### config.mk
export PLATFORM = sky130hd
export DESIGN_NAME = load_data
export DESIGN_NICKNAME = d
export VERILOG_FILES = /design/src/rtl/load_data.sv
export SDC_FILE = /design/constraint.sdc
export NUM_CORES = 1
export LEC_CHECK = 0
export ABC_AREA = 1
export BUFFER_PORTS_ARGS = -buffer_cell sky130_fd_sc_hd__buf_2
export CAP_MARGIN = 20
export CELL_PAD_IN_SITES_DETAIL_PLACEMENT = 0
export CELL_PAD_IN_SITES_GLOBAL_PLACEMENT = 1
export CORE_ASPECT_RATIO = 0.75
export CORE_MARGIN = 4
export CORE_UTILIZATION = 36
export DETAILED_ROUTE_END_ITERATION = 12
export PLACE_DENSITY_LB_ADDON = 0.25
export SYNTH_ARGS = -nofsm -noshare
export SYNTH_HDL_FRONTEND = slang
export SYNTH_SLANG_ARGS = --single-unit
### constraint.sdc
create_clock -name i_clk -period 2 [get_ports i_clk]
set_input_delay 0 -clock i_clk [delete_from_list [all_inputs] [get_ports i_clk]]
set_output_delay 0 -clock i_clk [all_outputs]
set_load 0.01 [all_outputs]
### src/rtl/load_data.sv
// Input-side loader for the in-place FFT: streams N samples into two banks by index parity.
// Define LOAD_DATA_BITREV_IN_EN to store samples in bit-reversed placement (DIT core).
module load_data #(
  parameter int N = 32,
  parameter int R = 5,
  parameter int D = 32
) (
  input  logic         i_clk,
  input  logic         i_rst,
  input  logic         i_LD_en,
  output logic         o_load_done,
  output logic         o_busy,
  input  logic         i_rx_valid,
  input  logic [D-1:0] i_rx_data,
  output logic         o_rx_ready,
  output logic         o_m0_w_en,
  output logic [R-2:0] o_m0_addr,
  output logic [D-1:0] o_m0_wdata,
  output logic         o_m1_w_en,
  output logic [R-2:0] o_m1_addr,
  output logic [D-1:0] o_m1_wdata
);

  typedef enum logic [1:0] {ST_IDLE, ST_LOAD, ST_FLUSH, ST_DONE} state_t;

  state_t         r_ps, ps_d;
  logic [R-1:0]   r_cnt, cnt_d;
  logic [R-1:0]   idx;
  logic           accept;
  logic           rx_ready_d, load_done_d, busy_d;
  logic           m0_w_en_d, m1_w_en_d;
  logic [R-2:0]   m0_addr_d, m1_addr_d;
  logic [D-1:0]   m0_wdata_d, m1_wdata_d;

`ifdef LOAD_DATA_BITREV_IN_EN
  function automatic logic [R-1:0] bit_rev(input logic [R-1:0] v);
    logic [R-1:0] r;
    for (int i = 0; i < R; i++) r[i] = v[R-1-i];
    return r;
  endfunction

  assign idx = bit_rev(r_cnt);
`else
  assign idx = r_cnt;
`endif

  assign accept = (r_ps == ST_LOAD) && i_rx_valid && o_rx_ready;

  always_comb begin
    ps_d        = r_ps;
    cnt_d       = r_cnt;
    rx_ready_d  = o_rx_ready;
    load_done_d = 1'b0;
    m0_w_en_d   = 1'b0;
    m1_w_en_d   = 1'b0;
    m0_addr_d   = o_m0_addr;
    m1_addr_d   = o_m1_addr;
    m0_wdata_d  = o_m0_wdata;
    m1_wdata_d  = o_m1_wdata;

    unique case (r_ps)
      ST_IDLE: begin
        if (i_LD_en) begin
          ps_d       = ST_LOAD;
          rx_ready_d = 1'b1;
          cnt_d      = '0;
        end
      end
      ST_LOAD: begin
        if (accept) begin
          // Bank is the parity of the whole index, not its LSB.
          if (^idx) begin
            m1_w_en_d  = 1'b1;
            m1_addr_d  = idx[R-2:0];
            m1_wdata_d = i_rx_data;
          end else begin
            m0_w_en_d  = 1'b1;
            m0_addr_d  = idx[R-2:0];
            m0_wdata_d = i_rx_data;
          end
          if (r_cnt == R'(N - 1)) begin
            cnt_d      = '0;
            rx_ready_d = 1'b0;
            ps_d       = ST_FLUSH;
          end else begin
            cnt_d = r_cnt + R'(1);
          end
        end
      end
      ST_FLUSH: begin
        load_done_d = 1'b1;
        ps_d        = ST_DONE;
      end
      ST_DONE: begin
        ps_d = ST_IDLE;
      end
      default: ps_d = ST_IDLE;
    endcase

    busy_d = (ps_d != ST_IDLE);
  end

  always_ff @(posedge i_clk) begin
    if (i_rst) begin
      r_ps        <= ST_IDLE;
      r_cnt       <= '0;
      o_rx_ready  <= 1'b0;
      o_load_done <= 1'b0;
      o_busy      <= 1'b0;
      o_m0_w_en   <= 1'b0;
      o_m0_addr   <= '0;
      o_m0_wdata  <= '0;
      o_m1_w_en   <= 1'b0;
      o_m1_addr   <= '0;
      o_m1_wdata  <= '0;
    end else begin
      r_ps        <= ps_d;
      r_cnt       <= cnt_d;
      o_rx_ready  <= rx_ready_d;
      o_load_done <= load_done_d;
      o_busy      <= busy_d;
      o_m0_w_en   <= m0_w_en_d;
      o_m0_addr   <= m0_addr_d;
      o_m0_wdata  <= m0_wdata_d;
      o_m1_w_en   <= m1_w_en_d;
      o_m1_addr   <= m1_addr_d;
      o_m1_wdata  <= m1_wdata_d;
    end
  end

endmodule

======== After elaboration in Yosys (flattened, before gate mapping) ========
Index checks and enable logic that the tools add are counted.
storage, ports and cells
  bits of input ports ..................... 36
  memories kept ........................... 0
  output and inout port bits .............. 77
  flip-flop bits (word level) ............. 84
  latch bits .............................. 0
  RAM bits ................................ 0
  bits in read-only memories .............. 0
cells by class
  div/mod/pow operators ................... 0
  $mul .................................... 0
  $lt $le $gt $ge ......................... 0
  equal/unequal tests ..................... 7
  add/subtract/negate cells ............... 1
  reduce and logical (&&, ||, !) cells .... 11
  bitwise operators ....................... 3
  shifts and indexed selects .............. 0
  multiplexer cells ....................... 15
operators by type and width
  kind                 count
  $mux 5               3
  $pmux 5 s2           1
  $reduce_and 3->1     3
  $pmux 2 s4           1
  $mux 1               6
  $mux 2               3
  $add 5x1->5 const B  1
  $eq 5x5->1 const B   1
  $reduce_xor 5->1     1
  $eq 2x2->1 const B   2
  $ne 2x2->1 const B   2
  $reduce_and 4->1     1
  $reduce_bool 2->1    2
  $not 1->1            3
  $reduce_or 3->1      1
  $eq 2x1->1 const B   1
  $logic_and 1x1->1    2
  $logic_not 2->1      1
  $ne 2x1->1 const B   1
  $pmux 1 s2           1

======== Depth between registers and ports, before layout ========
  depth in word-level cells ............... 6
  gate-level depth with buffers ........... 9
  gate-level depth less buffers ........... 9

======== Worst setup path after synthesis ========
OpenSTA, ideal clock, no wires.
  kind .................................... reg2reg
  start point ............................. register r_cnt[0] (netlist: idx[0])
  end point ............................... register o_m0_addr[3]
  arrival time ............................ 1356 ps
  path slack .............................. 534 ps
  period minus slack after synthesis ...... 1466 ps
  cell stages (with the launch flop) ...... 10
  path through ............................ dfxtp_1 > ha_1 > inv_1 > nand2_1 > nand3_1 > nand2_2 > buf_4 > nand3_1 > nand2_1 > nor2_1
on the way
  word-level cells in the longest chain between the ends .. 3
RTL lines
  element                     RTL line  RTL
  start, declared             27        logic [R-1:0] r_cnt, cnt_d;
  start signal, assigned      118       r_cnt <= cnt_d;
  $reduce_xor 5->1            72        if (^idx) begin
  $not 1->1 (no line)         n/a
  $reduce_and 3->1 (no line)  n/a
  end signal, assigned        123       o_m0_addr <= m0_addr_d;
  end, declared               17        output logic [R-2:0] o_m0_addr,
Every way passes these cells.
A chain may end at the register's enable or synchronous reset.

======== Worst setup path after layout ========
  start point ............................. register r_cnt[1] (netlist: idx[1])
  end point ............................... register o_m1_wdata[15]
on the way
  word-level cells in the longest chain between the ends .. 2
RTL lines
  element                     RTL line  RTL
  $reduce_xor 5->1            72
  $reduce_and 3->1 (no line)  n/a
  end signal, assigned        127       o_m1_wdata <= m1_wdata_d;
  end, declared               21        output logic [D-1:0] o_m1_wdata
Every way passes these cells.

==> impl_metrics.csv <==
group,metric,value,unit
timing,fin_worst_skew,7.48,ps
pwr,post-layout-total-power,4.06,mW
timing,fin_hold_ws,12.3,ps
run,max_cap_viol_count,0,
finish,num_antenna_cells,0,
setup_path,worstSetupEndpointType,"flip-flop",
setup_path,critPathLaunchType,"flip-flop",
clock_tree,insertion_delay,340,ps
routing,route.antenna.remaining_nets,0,
timing,transition_time_at_the_pin_with_the_least_slew_margin,376,ps
timing,setup_viol,0,
global_route,grt_antenna_before_repair,0,
global_route,vias_in_the_first_global_route,3873,
synthesis,post_synthesis_sequential_area_ratio,40.0,%
pwr,power_per_cell_area,758,nW/um^2
timing,fin_setup_tns,0,ps
place,gpl.final_weighted_congestion,0.815,
timing,post-route-period-util,86.3,%
status,status,"finished, final reports clean",
timing,slew_viol_final,0,
floorplanning,boundary_pins,113,
timing,timing.final.crit_period,1730,ps
setup_path,worst-endpoint-required,2230,ps
setup_path,critical_path_arrival,1960,ps
synthesis,synthesis.yosys.warnings,0,
finish,commonest_non_fill_non_tap_cell_in_the_layout,"inv_1",
finish,num-nets-final,822,
routing,routed_wire_length_per_instance,11.5,um
pwr,static-leakage-power,2.94,nW
setup_path,critPathMaxFanout,23,
floorplanning,die_area,13500,sq um
synthesis,synthesis.area_per_instance,6.42,sq um
routing,detail_route.drc_violations,0,
place,dp_hpwl,7.53,mm
floorplanning,die-width,133,um
finish,layout-drive-gt1-share,21.2,%
floorplanning,core.rowCount,33,
finish,stdcell_count,945,
floorplanning,core_area,11200,sq um
clock_tree,clock_tree.root_cell,"clkbuf_16",
min_path,hold_path.startpoint,"i_rx_data[6]",
setup_path,r2r_end,"o_m1_wdata[15]",
global_route,grtUsageTotal,16.7,%
timing,max_freq,580,MHz
finish,num-fill-cells,1140,
min_path,min_path_cells,5,
synthesis,post_synth_instance_area,4210,sq um
clock_tree,cts_sinks,84,
routing,first_pass_iters,4,
global_route,globalRouteOverflowTotal,0,
synthesis,syn-num-nets,694,
clock_tree,postCtsResizedCells,0,
min_path,min_to,"o_m1_wdata[6]",
setup_path,ff2ff_setup_slack,270,ps
clock_tree,cts_inserted_buffers,9,
routing,drt_wl_total,10.9,mm
clock_tree,cts_max_level,3,
timing,timing_hold_violations_final,0,
min_path,timing.hold.worst.class,"input pin to flip-flop",
routing,detail_route.vias_per_cell,4.08,
global_route,grt_start_max_net_pins,38,
clock_tree,ctsLongestPathBuffers,2,
finish,most-common-layout-cells,"190 x inv_1, 151 x nand2_1, 112 x buf_2",
global_route,first_pass_grt_wire_length,18.0,mm
synthesis,synthCells,655,
synthesis,yosysUniqueCellTypes,21,
setup_path,reg2reg_depth,9,
finish,final_core_utilization,47.9,%
clock_tree,tritoncts_clock_tree,"built",
clock_tree,worst_setup_hold_path_clk_slew,70,ps
floorplanning,initial_utilization,37.6,%
place,number_of_port_buffers,112,
finish,area.growth.synth_to_final,27.5,%
synthesis,ys_ff_latch,84,
routing,drt_first_iter_violations,241,
floorplanning,chipHeight,102,um
timing,worst_slew_margin_rel,75.0,%
timing,setup_repair_after_global_routing_missed_its_margin,"no",
pwr,max-vdd-ir-drop,0.451,mV
routing,vias_post_dr,3855,
place,dp_cells,908,
setup_path,r2r_start,"idx[1]",
setup_path,critical_path_class,"flip-flop to flip-flop",
==> logic make-up (layout without fill, tap and decap cells) <==
group / Yosys count / after routing / synth area share (%)
compound gates: 10 / 10 / 1.25
fa+ha+maj: 3 / 3 / 0.893
simple gates: 337 / 337 / 34.8
buf+inv: 221 / 354 / 23.1
flops: 84 / 84 / 40.0
==> routing by layer <==
metal / share of wire (%) / GRT usage, %
met5: 0 / 0
met4: 0.52 / 7.43
met3: 4.4 / 3.97
met2: 44 / 26.1
met1: 51 / 22.1
==> worst max path at each step <==
stage / start / endpoint / slack (ps) / cells after the start
2_1_floorplan: idx[0] / o_m0_addr[3] / 530 / 9
3_3_place_gp: idx[0] / o_m1_wdata[16] / 370 / 9
3_5_place_dp: idx[1] / o_m1_wdata[5] / 310 / 9
4_1_cts: idx[1] / o_m1_wdata[20] / 310 / 9
5_1_grt: idx[2] / o_m1_wdata[1] / 80 / 9
6_report: idx[1] / o_m1_wdata[15] / 270 / 9
==> state kept, by name (all words and copies together) (netlist names) <==
signal / flops
o_rx_ready: 1
o_m0_w_en: 1
o_m1_addr: 4
o_m0_wdata: 32
o_load_done: 1
o_busy: 1
idx: 5
o_m1_w_en: 1
o_m0_addr: 4
r_ps: 2
o_m1_wdata: 32
==> cell type report <==
| type | instances | area, sq um | share of cell area [%] |
|---|---|---|---|
| tap | 157 | 196 | 3.66 |
| multi-input combinational | 350 | 1550 | 29.0 |
| inverter | 192 | 721 | 13.4 |
| clock buffer | 10 | 239 | 4.46 |
| sequential | 84 | 1680 | 31.4 |
| timing repair buffer | 146 | 881 | 16.4 |
| clock inverter | 6 | 87.6 | 1.63 |
==> through the flow <==
stage / worst slack [ps] / cell area (sq um)
final: 275 / 5360
after global placement: 370 / 4820
after global routing: 77.0 / 5360
after floorplan: 534 / 4210
after CTS: 305 / 5360
after detailed placement: 311 / 4820
==> synth_stat cells (all sizes together) <==
library cell | number | area (sq um)
dfxtp | 84 | 1680
o21ai | 3 | 15.0
o211ai | 1 | 7.51
ha | 3 | 37.5
a21oi | 6 | 30.0
buf | 28 | 245
clkbuf | 1 | 3.75
nor3 | 3 | 15.0
inv | 192 | 721
nand2 | 172 | 703
nand3 | 80 | 425
nor2 | 80 | 308
nand4 | 2 | 12.5
==> where the power goes <==
part	leakage, nW	switching (mW)	total, mW	internal (mW)
clock	0.151	0.694	1.82	1.13
combinational	2.11	0.306	0.495	0.190
sequential	0.679	0.0272	1.75	1.72
==> critical path: stages (launching register included) <==
cell and delay (ps):
dfxtp_1 350, ha_1 320, inv_1 80, nand2_1 90, nand3_1 150, nand2_2 110, buf_4 280, nand3_1 120
nand2_1 80, nor2_1 40
==> repair_timing <==
item | in CTS | in global routing
hold buffers | 21 | 0
setup buffers | 0 | 0
endpoints found under the hold margin | 39 | 0
(Power assumes the default switching activity.)
